===== config.mk =====
export PLATFORM = sky130hd
export DESIGN_NAME = mesh_traffic_gen_flat
export DESIGN_NICKNAME = d
export VERILOG_FILES = /design/src/rtl/mesh_traffic_gen_if.sv /design/src/rtl/mesh_traffic_gen.sv /design/src/flat_wrapper.sv
export SDC_FILE = /design/constraint.sdc
export NUM_CORES = 1
export LEC_CHECK = 0
export ABC_AREA = 1
export BUFFER_PORTS_ARGS = -buffer_cell sky130_fd_sc_hd__clkbuf_2
export CAP_MARGIN = 30
export CELL_PAD_IN_SITES_DETAIL_PLACEMENT = 2
export CELL_PAD_IN_SITES_GLOBAL_PLACEMENT = 2
export CORE_ASPECT_RATIO = 1.75
export CORE_UTILIZATION = 28
export DETAILED_ROUTE_END_ITERATION = 12
export PLACE_DENSITY_LB_ADDON = 0.08
export SLEW_MARGIN = 20
export SYNTH_ARGS = -nofsm -noshare
export SYNTH_HDL_FRONTEND = slang
export SYNTH_SLANG_ARGS = --single-unit
export TNS_END_PERCENT = 10

===== constraint.sdc =====
create_clock -name clk -period 4.24 [get_ports clk]
set_clock_uncertainty 0.05 [all_clocks]
set_input_delay 0.424 -clock clk [delete_from_list [all_inputs] [get_ports clk]]
set_output_delay 0.424 -clock clk [all_outputs]
set_load 0.02 [all_outputs]

===== src/rtl/mesh_traffic_gen_if.sv =====
// ----------------------------------------------------------------------------
// mesh_traffic_gen_if
//   Processing-element port between a mesh router and the traffic generator
//   that sits beside it.
//   Injection (toward router): pesi valid, pedi packet, peri router ready.
//   Ejection  (from router)  : peso valid, pedo packet, pero generator ready.
//   master : traffic-generator side.  slave : router side.
// ----------------------------------------------------------------------------
interface mesh_traffic_gen_if #(
  parameter int DATA_WIDTH = 64
);
  logic                  pesi;
  logic [DATA_WIDTH-1:0] pedi;
  logic                  peri;
  logic                  peso;
  logic                  pero;
  logic [DATA_WIDTH-1:0] pedo;

  modport master (
    output pesi, pedi, pero,
    input  peri, peso, pedo
  );

  modport slave (
    input  pesi, pedi, pero,
    output peri, peso, pedo
  );
endinterface


===== src/rtl/mesh_traffic_gen.sv =====
// ----------------------------------------------------------------------------
// mesh_traffic_gen
//   Per-node traffic generator and checker for an X x Y mesh. It builds
//   routed packets for fixed, round-robin or LFSR-random destinations, paces
//   them with a programmable gap, and counts and checks ejected packets.
//
// Ports
//   clk, reset        clock, synchronous active-high reset
//   polarity          VC polarity copied into packet bit 63 when it is built
//   start             one-cycle pulse that starts a run (ignored while busy)
//   mode              0 fixed, 1 round-robin, 2 LFSR random, 3 as 0
//   dest_x, dest_y    fixed destination for mode 0
//   pkt_count, gap    packets per run / idle cycles between packets
//   pe                PE port toward the router (master modport)
//   busy, done        run in progress / run finished (held until next start)
//   tx_count, rx_count, err_count   saturating 16-bit counters
// ----------------------------------------------------------------------------
module mesh_traffic_gen #(
  parameter int          DATA_WIDTH      = 64,
  parameter logic [15:0] CURRENT_ADDRESS = 16'h0000,
  parameter int          MESH_X          = 2,
  parameter int          MESH_Y          = 2,
  parameter logic [15:0] SEED            = 16'hACE1
) (
  input  logic                clk,
  input  logic                reset,
  input  logic                polarity,
  input  logic                start,
  input  logic [1:0]          mode,
  input  logic [3:0]          dest_x,
  input  logic [3:0]          dest_y,
  input  logic [15:0]         pkt_count,
  input  logic [7:0]          gap,
  mesh_traffic_gen_if.master  pe,
  output logic                busy,
  output logic                done,
  output logic [15:0]         tx_count,
  output logic [15:0]         rx_count,
  output logic [15:0]         err_count
);

  typedef enum logic [2:0] {S_IDLE, S_PICK, S_SEND, S_GAP, S_DONE} state_t;

  localparam logic [7:0] OWN_X = CURRENT_ADDRESS[15:8];
  localparam logic [7:0] OWN_Y = CURRENT_ADDRESS[7:0];
  localparam logic [3:0] X_MASK = 4'(MESH_X - 1);
  localparam logic [3:0] Y_MASK = 4'(MESH_Y - 1);

  state_t                state_q, state_d;
  logic [15:0]           remain_q, seq_q, lfsr_q;
  logic [7:0]            gap_len_q, gap_cnt_q;
  logic [3:0]            cur_x_q, cur_y_q;
  logic [DATA_WIDTH-1:0] pkt_q, pkt_d;
  logic [15:0]           tx_q, rx_q, err_q;
  logic                  pero_q;

  logic       start_take, xfer, pick_self, pick_err, rx_take, rx_bad, lfsr_fb;
  logic [3:0] sel_x, sel_y;
  logic [8:0] dx, dy, adx, ady;
  logic       unused_pedo;

  // Next node in x-major order (y runs fastest), wrapping at the mesh edge.
  function automatic logic [7:0] next_node(input logic [3:0] x, input logic [3:0] y);
    logic [3:0] nx, ny;
    nx = x;
    ny = y + 4'd1;
    if (y == Y_MASK) begin
      ny = 4'd0;
      nx = (x == X_MASK) ? 4'd0 : x + 4'd1;
    end
    return {nx, ny};
  endfunction

  function automatic logic [15:0] sat_add(input logic [15:0] v, input logic [1:0] inc);
    logic [16:0] s;
    s = {1'b0, v} + {15'b0, inc};
    return s[16] ? 16'hFFFF : s[15:0];
  endfunction

  assign start_take = start && (state_q == S_IDLE || state_q == S_DONE);
  assign xfer       = (state_q == S_SEND) && pe.peri;
  assign lfsr_fb    = lfsr_q[15] ^ lfsr_q[13] ^ lfsr_q[12] ^ lfsr_q[10];

  // Destination selection and packet assembly for the PICK cycle.
  // NOTE: every always_comb output is given a default first so no path leaves
  // it unassigned, which would otherwise infer a latch.
  always_comb begin
    sel_x = dest_x;
    sel_y = dest_y;
    case (mode)
      2'd1: begin
        // The cursor only ever lands on self once, so one skip suffices.
        if ({4'b0, cur_x_q} == OWN_X && {4'b0, cur_y_q} == OWN_Y)
          {sel_x, sel_y} = next_node(cur_x_q, cur_y_q);
        else
          {sel_x, sel_y} = {cur_x_q, cur_y_q};
      end
      2'd2: begin
        sel_x = lfsr_q[3:0] & X_MASK;
        sel_y = lfsr_q[7:4] & Y_MASK;
      end
      default: ;
    endcase
    pick_self = ({4'b0, sel_x} == OWN_X) && ({4'b0, sel_y} == OWN_Y);

    dx  = {5'b0, sel_x} - {1'b0, OWN_X};
    dy  = {5'b0, sel_y} - {1'b0, OWN_Y};
    adx = dx[8] ? (~dx + 9'd1) : dx;
    ady = dy[8] ? (~dy + 9'd1) : dy;

    pkt_d = {polarity,
             !dx[8] && (dx != 9'd0),
             !dy[8] && (dy != 9'd0),
             5'b0, adx[3:0], ady[3:0],
             CURRENT_ADDRESS,
             4'b0, sel_x, 4'b0, sel_y,
             seq_q};
  end

  assign pick_err = (state_q == S_PICK) && pick_self && (mode != 2'd2);

  always_comb begin
    state_d = state_q;
    case (state_q)
      S_IDLE, S_DONE:
        if (start) state_d = (pkt_count == 16'd0) ? S_DONE : S_PICK;
      S_PICK:
        if (!pick_self)          state_d = S_SEND;
        else if (mode != 2'd2)   state_d = S_DONE;   // random mode retries instead
      S_SEND:
        if (xfer) begin
          if (remain_q == 16'd1)       state_d = S_DONE;
          else if (gap_len_q == 8'd0)  state_d = S_PICK;
          else                         state_d = S_GAP;
        end
      S_GAP:
        if (gap_cnt_q == 8'd1) state_d = S_PICK;
      default: state_d = S_IDLE;
    endcase
  end

  // Receive path runs regardless of the FSM state.
  assign rx_take = pe.peso && pero_q;
  assign rx_bad  = rx_take && ((pe.pedo[31:16] != CURRENT_ADDRESS) ||
                               (pe.pedo[47:40] >= 8'(MESH_X)) ||
                               (pe.pedo[39:32] >= 8'(MESH_Y)));
  assign unused_pedo = ^{pe.pedo[DATA_WIDTH-1:48], pe.pedo[15:0]};

  // NOTE: sequential state uses non-blocking assignments so every register
  // samples pre-edge values, independent of statement order.
  always_ff @(posedge clk) begin
    if (reset) begin
      state_q   <= S_IDLE;
      remain_q  <= '0;
      seq_q     <= '0;
      lfsr_q    <= SEED;
      gap_len_q <= '0;
      gap_cnt_q <= '0;
      cur_x_q   <= '0;
      cur_y_q   <= '0;
      pkt_q     <= '0;
      tx_q      <= '0;
      rx_q      <= '0;
      err_q     <= '0;
      pero_q    <= 1'b0;
    end else begin
      state_q <= state_d;
      pero_q  <= 1'b1;

      if (state_q == S_PICK) begin
        lfsr_q <= {lfsr_q[14:0], lfsr_fb};
        if (mode == 2'd1) {cur_x_q, cur_y_q} <= next_node(sel_x, sel_y);
        if (!pick_self)   pkt_q <= pkt_d;
      end

      if (start_take) begin
        remain_q  <= pkt_count;
        gap_len_q <= gap;
        seq_q     <= '0;
        tx_q      <= '0;
      end else if (xfer) begin
        remain_q  <= remain_q - 16'd1;
        seq_q     <= seq_q + 16'd1;
        tx_q      <= sat_add(tx_q, 2'd1);
        gap_cnt_q <= gap_len_q;
      end else if (state_q == S_GAP) begin
        gap_cnt_q <= gap_cnt_q - 8'd1;
      end

      // A packet received while a start is captured lands after the clear.
      rx_q  <= sat_add(start_take ? 16'h0 : rx_q, {1'b0, rx_take});
      err_q <= sat_add(start_take ? 16'h0 : err_q, {1'b0, rx_bad} + {1'b0, pick_err});
    end
  end

  assign pe.pesi   = (state_q == S_SEND);
  assign pe.pedi   = pkt_q;
  assign pe.pero   = pero_q;
  assign busy      = (state_q == S_PICK) || (state_q == S_SEND) || (state_q == S_GAP);
  assign done      = (state_q == S_DONE);
  assign tx_count  = tx_q;
  assign rx_count  = rx_q;
  assign err_count = err_q;

endmodule


===== src/flat_wrapper.sv =====
// flat-port wrapper written by rule: the top's interface ports become plain ports
module mesh_traffic_gen_flat 
#(
  parameter int          DATA_WIDTH      = 64,
  parameter logic [15:0] CURRENT_ADDRESS = 16'h0000,
  parameter int          MESH_X          = 2,
  parameter int          MESH_Y          = 2,
  parameter logic [15:0] SEED            = 16'hACE1
)
  (clk, reset, polarity, start, mode, dest_x, dest_y, pkt_count, gap, busy, done, tx_count, rx_count, err_count, pe_pesi, pe_pedi, pe_pero, pe_peri, pe_peso, pe_pedo);
  mesh_traffic_gen_if #(.DATA_WIDTH(DATA_WIDTH)) pe_i ();
  input  logic clk;
  input  logic reset;
  input  logic polarity;
  input  logic start;
  input  logic [1:0] mode;
  input  logic [3:0] dest_x;
  input  logic [3:0] dest_y;
  input  logic [15:0] pkt_count;
  input  logic [7:0] gap;
  output logic busy;
  output logic done;
  output logic [15:0] tx_count;
  output logic [15:0] rx_count;
  output logic [15:0] err_count;
  output wire logic [$bits(pe_i.pesi)-1:0] pe_pesi;
  output wire logic [$bits(pe_i.pedi)-1:0] pe_pedi;
  output wire logic [$bits(pe_i.pero)-1:0] pe_pero;
  input wire logic [$bits(pe_i.peri)-1:0] pe_peri;
  input wire logic [$bits(pe_i.peso)-1:0] pe_peso;
  input wire logic [$bits(pe_i.pedo)-1:0] pe_pedo;
  assign pe_pesi = pe_i.pesi;
  assign pe_pedi = pe_i.pedi;
  assign pe_pero = pe_i.pero;
  assign pe_i.peri = pe_peri;
  assign pe_i.peso = pe_peso;
  assign pe_i.pedo = pe_pedo;
  mesh_traffic_gen #(.DATA_WIDTH(DATA_WIDTH), .CURRENT_ADDRESS(CURRENT_ADDRESS), .MESH_X(MESH_X), .MESH_Y(MESH_Y), .SEED(SEED)) u_core (.clk(clk), .reset(reset), .polarity(polarity), .start(start), .mode(mode), .dest_x(dest_x), .dest_y(dest_y), .pkt_count(pkt_count), .gap(gap), .pe(pe_i), .busy(busy), .done(done), .tx_count(tx_count), .rx_count(rx_count), .err_count(err_count));
endmodule

* After elaboration in Yosys (flattened, before gate mapping)
Index checks and enable logic that the tools add are counted.
** Storage, ports and cells
- Register bits :: 159
- Logic and storage cells :: 108
** Operators by class
- Add/subtract/negate cells :: 11
- $lt $le $gt $ge :: 2
- Equality and inequality tests :: 17
- Mux-type cells :: 29
- Bitwise gates (word level) :: 5
- Reduce and logical (&&, ||, !) cells :: 31
** Operator list (count)
- $mux W16 :: 7
- $mux W4 :: 8
- $mux W3 :: 7
- $reduce_bool A9 Y1 :: 2
- $add A16 B1 Y17 :: 1
- $add A16 B1 Y17 const B :: 1
- $add A16 B2 Y17 :: 1
- $add A16 B1 Y16 const B :: 1
- $add A4 B1 Y4 const B :: 4
- $eq A16 B1 Y1 const B :: 1
- $eq A4 B1 Y1 const B :: 4
- $ge A8 B2 Y1 const B :: 2
- $logic_not A16 Y1 :: 1
- $logic_not A4 Y1 :: 4
- $mux W8 :: 2
- $pmux W4 S2 :: 2
- $reduce_bool A16 Y1 :: 1
- $sub A16 B1 Y16 const B :: 1
- $pmux W3 S4 :: 1
- $eq A8 B1 Y1 const B :: 1
- $logic_and A1 B1 Y1 :: 8
- $logic_not A8 Y1 :: 1
- $sub A8 B1 Y8 const B :: 1
- $eq A3 B2 Y1 const B :: 2
- 18 further kinds :: 31

* Logic depth before layout (Yosys ltp)
Gate-level depths: netlist of run 1.
- Depth after elaboration :: 12
- Depth in mapped cells :: 23
- Mapped depth without buffers :: 22

* Worst setup path after synthesis of run 1
No wires, ideal clock.
- Kind :: in2reg
- Start point :: in mode[0]
- End point :: reg u_core.err_q[10] (netlist: u_core.err_count[10])
- Arrival :: 3.064 ns
- Setup slack :: 1.056 ns
- Stages :: 20
- Path through :: inv_1 > ha_1 > buf_6 > inv_4 > nand2_4 > inv_2 > a22oi_2 > nand4_2 > nor2_1 > nand3_1 > fa_1 > inv_1 > ha_1 > nand3_1 > nor2_2 > nand3_1 > inv_1 > nand3_2 > buf_6 > a21oi_1
** Between the ends
- Longest elaborated chain between the ends :: 9
** Ends and longest elaborated chain
- start: declaration :: RTL line flat_wrapper.sv:16 : input logic [1:0] mode;
- $eq A2 B2 Y1 or $eq A2 B1 Y1 (tied branches) :: RTL line mesh_traffic_gen.sv:90 : case (mode)
- $pmux W4 S2 :: RTL line mesh_traffic_gen.sv:90
- $logic_not A4 Y1 :: RTL line mesh_traffic_gen.sv:104 : pick_self = ({4'b0, sel_x} == OWN_X) && ({4'b0, sel_y} == OWN_Y);
- $logic_and A1 B1 Y1 :: RTL line mesh_traffic_gen.sv:104
- $logic_and A1 B1 Y1 :: RTL line mesh_traffic_gen.sv:120 : assign pick_err = (state_q == S_PICK) && pick_self && (mode != 2'd2);
- $logic_and A1 B1 Y1 (*) :: RTL line mesh_traffic_gen.sv:120
- $add A1 B1 Y2 (*) :: RTL line mesh_traffic_gen.sv:192 : err_q <= sat_add(start_take ? 16'h0 : err_q, {1'b0, rx_bad} + {1'b0, pick_err});
- $add A16 B2 Y17 (*) :: RTL line mesh_traffic_gen.sv:76 : s = {1'b0, v} + {15'b0, inc};
- $mux W16 (*) :: RTL line mesh_traffic_gen.sv:77 : return s[16] ? 16'hFFFF : s[15:0];
- end signal: assignment :: RTL line mesh_traffic_gen.sv:192
- end: declaration :: RTL line mesh_traffic_gen.sv:54 : logic [15:0] tx_q, rx_q, err_q;
Mark *: on every way between the ends. The rest lies on a longest branch, timed or not.
A chain may end at the register's enable or synchronous reset.

* Worst setup path after layout of run 1
- Start point :: in mode[0]
- End point :: reg u_core.err_q[12] (netlist: u_core.err_count[12])
Same word-level chain as after synthesis.

==> results.md, run 1 <==
- Most common flop cell mapped by yosys: sky130_fd_sc_hd__dfxtp_1
- First-pass detailed-route iteration total: 4
- Number of input and output port buffers inserted: around 160
- Number of diodes: 0
- Clock sink count: 151
- Class of the worst hold path: in2reg
- Vias in the first global route: about 8500
- Largest net degree at the start of global routing: 54
- Post-DP HPWL: 20600 µm
- Effective utilization at floorplan: 0.285
- Count of warnings emitted by yosys: 0
- Number of buffers inserted to repair setup after CTS: 0
- Number of nets with antenna violations after detailed routing: 0
- Result of the run: finished clean
- Share of synthesized flip-flops with an asynchronous set or reset: 0
- Critical path capture point: u_core.err_count[12]$_SDFF_PP0_
- Share of cells above drive strength 1: 0.181
- Placed Cells incl. Taps: around 1600
- Max-slew violation count: 0
- Buffer depth of the longest clock path: 2
- Reg2Reg Setup Slack: 1.00 ns
- Vias after detailed routing: ~7900
- Worst max-slew margin expressed relative to the limit: 0.446
- Drc violations: 0
- Worst vdd rail ir drop: roughly 0.00029 V
- Die Width: 129 µm
- Cell count of the worst reg-to-reg path: 19
- Worst Min Path Start: gap[5]
- Overall fraction of global-route tracks in use: 0.192
- # resized after CTS: 0
- Critical path type: in2reg
- Buffer cell driving the clock tree root: sky130_fd_sc_hd__clkbuf_16
- Hold-fix buffers, CTS: 0
- Portion of the clock cycle consumed by the worst path in the final layout: 0.839
- Type of destination of the critical path: register
- Required time of the worst setup path: around 4.6 ns
- Worst setup slack after layout: approximately 0.7 ns
- Post-placement worst setup slack: between 0.15 and 0.2 ns
- Maximum achievable frequency: about 280 MHz
- Leakage Power: 4.25 nW
- Congestion Overflow GR: 0
- Synth-to-layout area growth: 19.7%
- Die outline area: slightly below 0.03 mm²
- Largest cells by area after synthesis: sky130_fd_sc_hd__dfxtp_1 38%, sky130_fd_sc_hd__nand2_1 10%, sky130_fd_sc_hd__nor2_1 8.5%
- CTS HTree Levels: 4
- Setup TNS: 0 ns
- Die height: 225 µm
- #FFs+latches synth: ~150
- Final Hold Violating Endpoints: 0
- Post-synth top area cell: sky130_fd_sc_hd__dfxtp_1
- Number of distinct library cell variants in the gate-level netlist after synthesis: 50
- Top Ports: 220
- Number of antenna violations at the first check in global routing: 0
- FF-to-FF Start: u_core.cur_x_q[0]$_SDFFE_PP0P_
- Average vias per placed instance: ~4.7
- Register area share after synthesis: 0.380
- Site row count: 81
- Final setup violation count: 0
- DRC marker count from the first detailed-route iteration: 142
- Clock latency reported for the late side of the worst-skew pair: 0.44 ns
- Overall power of the completed layout: approximately 5.4 mW
- CTS tree: built
- Top cell type's share of synthesized area: 0.380
- Category of the worst setup path launch point: input port
- Synthesized netlist cell count: about 1100
- Reg clk slew, reported paths: 0.07 ns
- Mapped Avg Cell Area: approximately 7 µm²
- RSZ-0062 raised after global routing: no
- Pin slew with the least headroom to its limit: ~0.83 ns
- Count of maximum capacitance violations: 0
- Number of cells in the finished layout apart from fillers: 1672
- Final RePlAce weighted congestion: around 0.79
- Final WL: 26900 µm
- Pwr/cell area: ~570 mW/mm²
- Global-route wire length before repair: ~43000 µm
- First element of the critical path: mode[0]
- Clock buffers created by TritonCTS: 17
- Core footprint: ~0.028 mm²
- Drt wl/cell: 16.1 µm
- Number of enable-type register cells in the synthesized netlist: 0
- Worst Path Arrival: around 4 ns
- Maximum fanout along the worst path: 15
- Worst reg2reg path endpoint: u_core.err_count[12]$_SDFF_PP0_
- Fin nets: approximately 1400
- Final critical-path required period: ~3.6 ns
- Area of the mapped netlist: 0.00796 mm²
## Yosys cell counts (11+ instances only)
cell type,number
sky130_fd_sc_hd__nor4_1,13
sky130_fd_sc_hd__a31oi_1,15
sky130_fd_sc_hd__nor2_1,180
sky130_fd_sc_hd__xor2_1,35
sky130_fd_sc_hd__inv_1,127
sky130_fd_sc_hd__dfxtp_1,151
sky130_fd_sc_hd__clkbuf_1,25
sky130_fd_sc_hd__ha_1,11
sky130_fd_sc_hd__nor3_1,16
sky130_fd_sc_hd__a21oi_1,76
sky130_fd_sc_hd__o21ai_0,79
sky130_fd_sc_hd__buf_4,37
sky130_fd_sc_hd__nand4_1,19
sky130_fd_sc_hd__nand2_1,221
sky130_fd_sc_hd__nand3_1,50
## flip-flops by register name (all words and copies together) (netlist names)
name / cells
u_core.gap_cnt_q: 8
u_core.pe.pedi: 27
u_core.cur_x_q: 4
u_core.lfsr_q: 16
u_core.seq_q: 16
u_core.cur_y_q: 4
u_core.state_q: 3
u_core.remain_q: 16
u_core.err_count: 16
u_core.rx_count: 16
u_core.pe.pero: 1
u_core.gap_len_q: 8
u_core.tx_count: 16
## routing by layer
layer	part of all wire	track usage	vias up	wire length [µm]
met5	0	0	-	0
met4	0.020	0.0701	0	527
met3	0.034	0.0363	28	913
met2	0.57	0.391	129	15400
met1	0.37	0.183	3863	10000
li1	-	-	3902	-
## cell usage in the layout, fill, tap and decap left out, types with 7 or more instances in the layout
cell type,instances
sky130_fd_sc_hd__a21oi_1,76
sky130_fd_sc_hd__conb_1,29
sky130_fd_sc_hd__clkbuf_2,156
sky130_fd_sc_hd__nor3_1,16
sky130_fd_sc_hd__a31oi_1,15
sky130_fd_sc_hd__ha_1,11
sky130_fd_sc_hd__nor2_1,180
sky130_fd_sc_hd__o211ai_1,7
sky130_fd_sc_hd__xor2_1,35
sky130_fd_sc_hd__dfxtp_1,151
sky130_fd_sc_hd__clkbuf_16,17
sky130_fd_sc_hd__buf_4,11
sky130_fd_sc_hd__nand3_1,50
sky130_fd_sc_hd__nor2_2,9
sky130_fd_sc_hd__xnor2_1,9
sky130_fd_sc_hd__nor4_1,13
sky130_fd_sc_hd__inv_1,126
sky130_fd_sc_hd__nand4_1,19
sky130_fd_sc_hd__nand2_1,221
sky130_fd_sc_hd__o21ai_0,79
## critical path, stage by stage
cell and delay (ns):
sky130_fd_sc_hd__clkbuf_2 0.09, sky130_fd_sc_hd__inv_1 0.04, sky130_fd_sc_hd__ha_1 0.53, sky130_fd_sc_hd__inv_4 0.08
sky130_fd_sc_hd__nand2_4 0.09, sky130_fd_sc_hd__o21ai_1 0.10, sky130_fd_sc_hd__inv_1 0.18, sky130_fd_sc_hd__nand4_2 0.24
sky130_fd_sc_hd__nor2_1 0.22, sky130_fd_sc_hd__nand3_1 0.13, sky130_fd_sc_hd__fa_1 0.39, sky130_fd_sc_hd__inv_1 0.09
sky130_fd_sc_hd__ha_1 0.18, sky130_fd_sc_hd__nand3_1 0.10, sky130_fd_sc_hd__nor2_2 0.13, sky130_fd_sc_hd__nand3_1 0.13
sky130_fd_sc_hd__inv_1 0.10, sky130_fd_sc_hd__nand3_2 0.32, sky130_fd_sc_hd__o21ai_0 0.21, sky130_fd_sc_hd__nand2_1 0.07
sky130_fd_sc_hd__inv_1 0.05
## worst min path at each step
| stage | endpoint | slack [ns] | depth (start not counted) |
|---|---|---|---|
| 5_1_grt | u_core.gap_len_q[6]$_SDFFE_PP0P_ | 0.20 | 3 |
| 3_5_place_dp | u_core.lfsr_q[14]$_SDFFE_PP0N_ | 0.39 | 2 |
| 4_1_cts | u_core.gap_len_q[5]$_SDFFE_PP0P_ | 0.16 | 3 |
| 2_1_floorplan | u_core.lfsr_q[11]$_SDFFE_PP1N_ | 0.37 | 2 |
| 6_report | u_core.gap_len_q[5]$_SDFFE_PP0P_ | 0.18 | 3 |
| 3_3_place_gp | u_core.lfsr_q[11]$_SDFFE_PP1N_ | 0.39 | 2 |
## power by group
part	internal, mW	switching (mW)	leakage [nW]	total, mW
Combinational	0.578	1.28	2.72	1.85
Clock	1.02	0.633	0.307	1.65
Sequential	1.69	0.203	1.23	1.90
Total	3.29	2.11	4.25	5.40
## through the flow
step / area [µm²] / util / hold WS (ns)
floorplan: 8070 / - / 0.374
global placement: 8900 / 0.318 / 0.386
detailed placement: 8900 / 0.318 / 0.395
CTS: 9530 / 0.341 / 0.157
global route: 9530 / 0.341 / 0.201
finish: 9530 / 0.341 / 0.181
## cells by family after synthesis
group | count (synthesis) | synth area share
simple gates | 532 | 0.290
flops | 151 | 0.380
xor+xnor | 44 | 0.0484
buf+inv | 211 | 0.126
compound gates | 197 | 0.135
other cells | 1 | 0.000471
fa+ha+maj | 12 | 0.0198
## final cells by class
cell class / instances / area (µm²)
timing repair buffer: 167 / 863
fill: 3476 / 18400
clock inverter: 6 / 111
multi-input combinational: 814 / 4040
inverter: 135 / 512
tap: 373 / 467
sequential: 151 / 3020
clock buffer: 26 / 519
No activity file was read; power rests on OpenSTA's default activity.
==> inputs of run 2 (changes only) <==
- CORE_UTILIZATION: 28 -> 26
- clock period: 4.24 -> 2.95 ns (I/O delays scaled with it)
==> results.md, run 2 (synthesis results as in run 1) <==
- Maximum fanout along the worst path: 4 (was 15)
- Final critical-path required period: roughly 2.7 ns
- Number of input and output port buffers inserted: 156 (unchanged)
- Seq. cell area: 0.00302 mm² (unchanged)
- CTS tree: built (unchanged)
- Synth-to-layout area growth: 24.9% (was 19.7%)
- Overall power of the completed layout: 7.76 mW (was 5.40 mW)
- Number of cells in the finished layout apart from fillers: 1725 (was 1672)
- Maximum achievable frequency: roughly 370 MHz
- Count of maximum capacitance violations: 0 (unchanged)
- Number of diodes: 0 (unchanged)
- Final Hold Violating Endpoints: 0 (unchanged)
- Hold-fix buffers, CTS: 0 (unchanged)
- Worst setup slack after layout: 0.239 ns (was 0.681 ns)
- Result of the run: finished clean (unchanged)
- Setup TNS: 0 ns (unchanged)
- Core footprint: 0.0301 mm² (was 0.0280 mm²)
- Class of the worst hold path: in2reg (unchanged)
- Overall fraction of global-route tracks in use: 0.183 (was 0.192)
- Site row count: 84 (was 81)
- Buffer depth of the longest clock path: 2 (unchanged)
- Portion of the clock cycle consumed by the worst path in the final layout: 0.919
- First-pass detailed-route iteration total: 5 (was 4)
- Category of the worst setup path launch point: register (was input port)
- Vias after detailed routing: 8026 (was 7922)
- Fillcell total: 3702 (was 3476)
- Buffer cell driving the clock tree root: sky130_fd_sc_hd__clkbuf_16 (unchanged)
- Reg2Reg Setup Slack: 0.24 ns (was 1.00 ns)
- Required time of the worst setup path: 3.20 ns (was 4.58 ns)
- Post-placement worst setup slack: -0.348 ns (was 0.185 ns)
- Drt wl/cell: 16.0 µm (was 16.1 µm)
- Worst max-slew margin expressed relative to the limit: 0.489 (was 0.446)
- Pwr/cell area: 780 mW/mm² (was 567 mW/mm²)
- Commonest cells after routing, fill and taps aside: 221 x sky130_fd_sc_hd__nand2_1, 177 x sky130_fd_sc_hd__nor2_1, 156 x sky130_fd_sc_hd__clkbuf_2, 151 x sky130_fd_sc_hd__dfxtp_1, 122 x sky130_fd_sc_hd__inv_1 (was 221 x sky130_fd_sc_hd__nand2_1, 180 x sky130_fd_sc_hd__nor2_1, 156 x sky130_fd_sc_hd__clkbuf_2, 151 x sky130_fd_sc_hd__dfxtp_1, 126 x sky130_fd_sc_hd__inv_1)
- Post-DP HPWL: 21400 µm (was 20600 µm)
- Type of destination of the critical path: register (unchanged)
- Congestion Overflow GR: 0 (unchanged)
- Footprint of the multi-input gates: 0.00415 mm² (was 0.00404 mm²)
- Pin slew with the least headroom to its limit: 0.766 ns (was 0.830 ns)
- Final Core Density: 0.331 (was 0.341)
- Global-route wire length before repair: 44400 µm (was 42800 µm)
- Worst Path Arrival: 2.96 ns (was 3.90 ns)
- Leakage Power: 4.43 nW (was 4.25 nW)
- Worst vdd rail ir drop: 0.000459 V (was 0.000291 V)
- Fin nets: 1441 (was 1402)
- Vias in the first global route: 8804 (was 8547)
- Reg clk slew, reported paths: 0.06 ns (was 0.07 ns)
- Placed Cells incl. Taps: 1692 (was 1640)
- Number of antenna violations at the first check in global routing: 0 (unchanged)
- Share of cells above drive strength 1: 0.221 (was 0.181)
- RSZ-0062 raised after global routing: no (unchanged)
- Top Ports: 220 (unchanged)
- Critical path type: reg2reg (was in2reg)
- CTS HTree Levels: 4 (unchanged)
- DRC marker count from the first detailed-route iteration: 174 (was 142)
- Final RePlAce weighted congestion: 0.768 (was 0.786)
- Clock buffers created by TritonCTS: 17 (unchanged)
- Final WL: 27500 µm (was 26900 µm)
- Clock sink count: 151 (unchanged)
- Largest net degree at the start of global routing: 55 (was 54)
- Most common cell after layout, fill and taps aside: sky130_fd_sc_hd__nand2_1 (unchanged)
- Effective utilization at floorplan: 0.265 (was 0.285)
- Clock latency reported for the late side of the worst-skew pair: 0.44 ns (about the same)
- Die height: 234 µm (was 225 µm)
- Final setup violation count: 0 (unchanged)
- Largest register FFs: 27 (unchanged)
- Average vias per placed instance: 4.65 (was 4.74)
- Number of nets with antenna violations after detailed routing: 0 (unchanged)
- Max-slew violation count: 0 (unchanged)
- Die Width: 134 µm (was 129 µm)
- Die outline area: 0.0314 mm² (was 0.0291 mm²)
- Drc violations: 0 (unchanged)
## run 2: cell types whose count changed in the layout (fill, tap and decap cells not counted), moves of 3 or more
cell and change:
sky130_fd_sc_hd__inv_2 +3, sky130_fd_sc_hd__nand3_1 -4, sky130_fd_sc_hd__inv_1 -4, sky130_fd_sc_hd__a21oi_1 -10
sky130_fd_sc_hd__clkbuf_8 -3, sky130_fd_sc_hd__a21oi_2 +10, sky130_fd_sc_hd__buf_4 +38, sky130_fd_sc_hd__nor2_1 -3
## run 2: path summary, 6_finish.rpt
path | cells after the start | endpoint | from
worst max-delay path | 19 | u_core.err_count[10]$_SDFF_PP0_ | u_core.cur_x_q[0]$_SDFFE_PP0P_
worst min-delay path | 3 | u_core.remain_q[6]$_SDFFE_PP0P_ | pkt_count[6]
worst max register to register | 19 | u_core.err_count[10]$_SDFF_PP0_ | u_core.cur_x_q[0]$_SDFFE_PP0P_
worst min register to register | 2 | u_core.lfsr_q[14]$_SDFFE_PP0N_ | u_core.lfsr_q[14]$_SDFFE_PP0N_
## run 2: timing repair
action                     4_1_cts  5_1_grt
setup buffers                    0        1
setup endpoints to repair        0       29
gates resized for setup          0        8
## run 2: cell type report
class | count | share of cell area
multi-input combinational | 814 | 0.417
sequential | 151 | 0.304
timing repair buffer | 206 | 0.117
inverter | 135 | 0.0522
clock buffer | 25 | 0.0488
tap | 387 | 0.0487
clock inverter | 7 | 0.0117
## run 2: report_power, final
| part | switching, mW | leakage [nW] | internal [mW] |
|---|---|---|---|
| Sequential | 0.286 | 1.23 | 2.43 |
| Clock | 0.888 | 0.292 | 1.40 |
| Combinational | 1.86 | 2.91 | 0.888 |
| Total | 3.04 | 4.43 | 4.72 |
## run 2: metrics by stage
stage,area (µm²),hold slack (ns)
finish,9950,0.0746
global route,9950,0.0734
CTS,9920,0.0508
detailed placement,9310,0.395
global placement,9310,0.388
floorplan,8170,0.374
## run 2: critical path, stage by stage, from the launching register on
cell and delay [ns]:
sky130_fd_sc_hd__dfxtp_1 0.31, sky130_fd_sc_hd__buf_4 0.15, sky130_fd_sc_hd__nand2_1 0.05, sky130_fd_sc_hd__nand2_1 0.06, sky130_fd_sc_hd__nand2_1 0.06, sky130_fd_sc_hd__nand2_1 0.09
sky130_fd_sc_hd__inv_2 0.08, sky130_fd_sc_hd__nand4_2 0.09, sky130_fd_sc_hd__nor2_2 0.16, sky130_fd_sc_hd__nand3_2 0.09, sky130_fd_sc_hd__fa_2 0.36, sky130_fd_sc_hd__inv_2 0.08
sky130_fd_sc_hd__ha_4 0.13, sky130_fd_sc_hd__nand3_2 0.07, sky130_fd_sc_hd__nor2_4 0.14, sky130_fd_sc_hd__nand3_2 0.10, sky130_fd_sc_hd__buf_4 0.16, sky130_fd_sc_hd__nor2_1 0.11
sky130_fd_sc_hd__xor2_1 0.18, sky130_fd_sc_hd__a21oi_2 0.07
## run 2: per-layer routing
layer,vias up,GRT usage,wire length (µm)
li1,3978,-,-
met1,3872,0.172,10200
met2,143,0.377,15800
met3,33,0.0375,987
met4,0,0.0692,589
met5,-,0,0
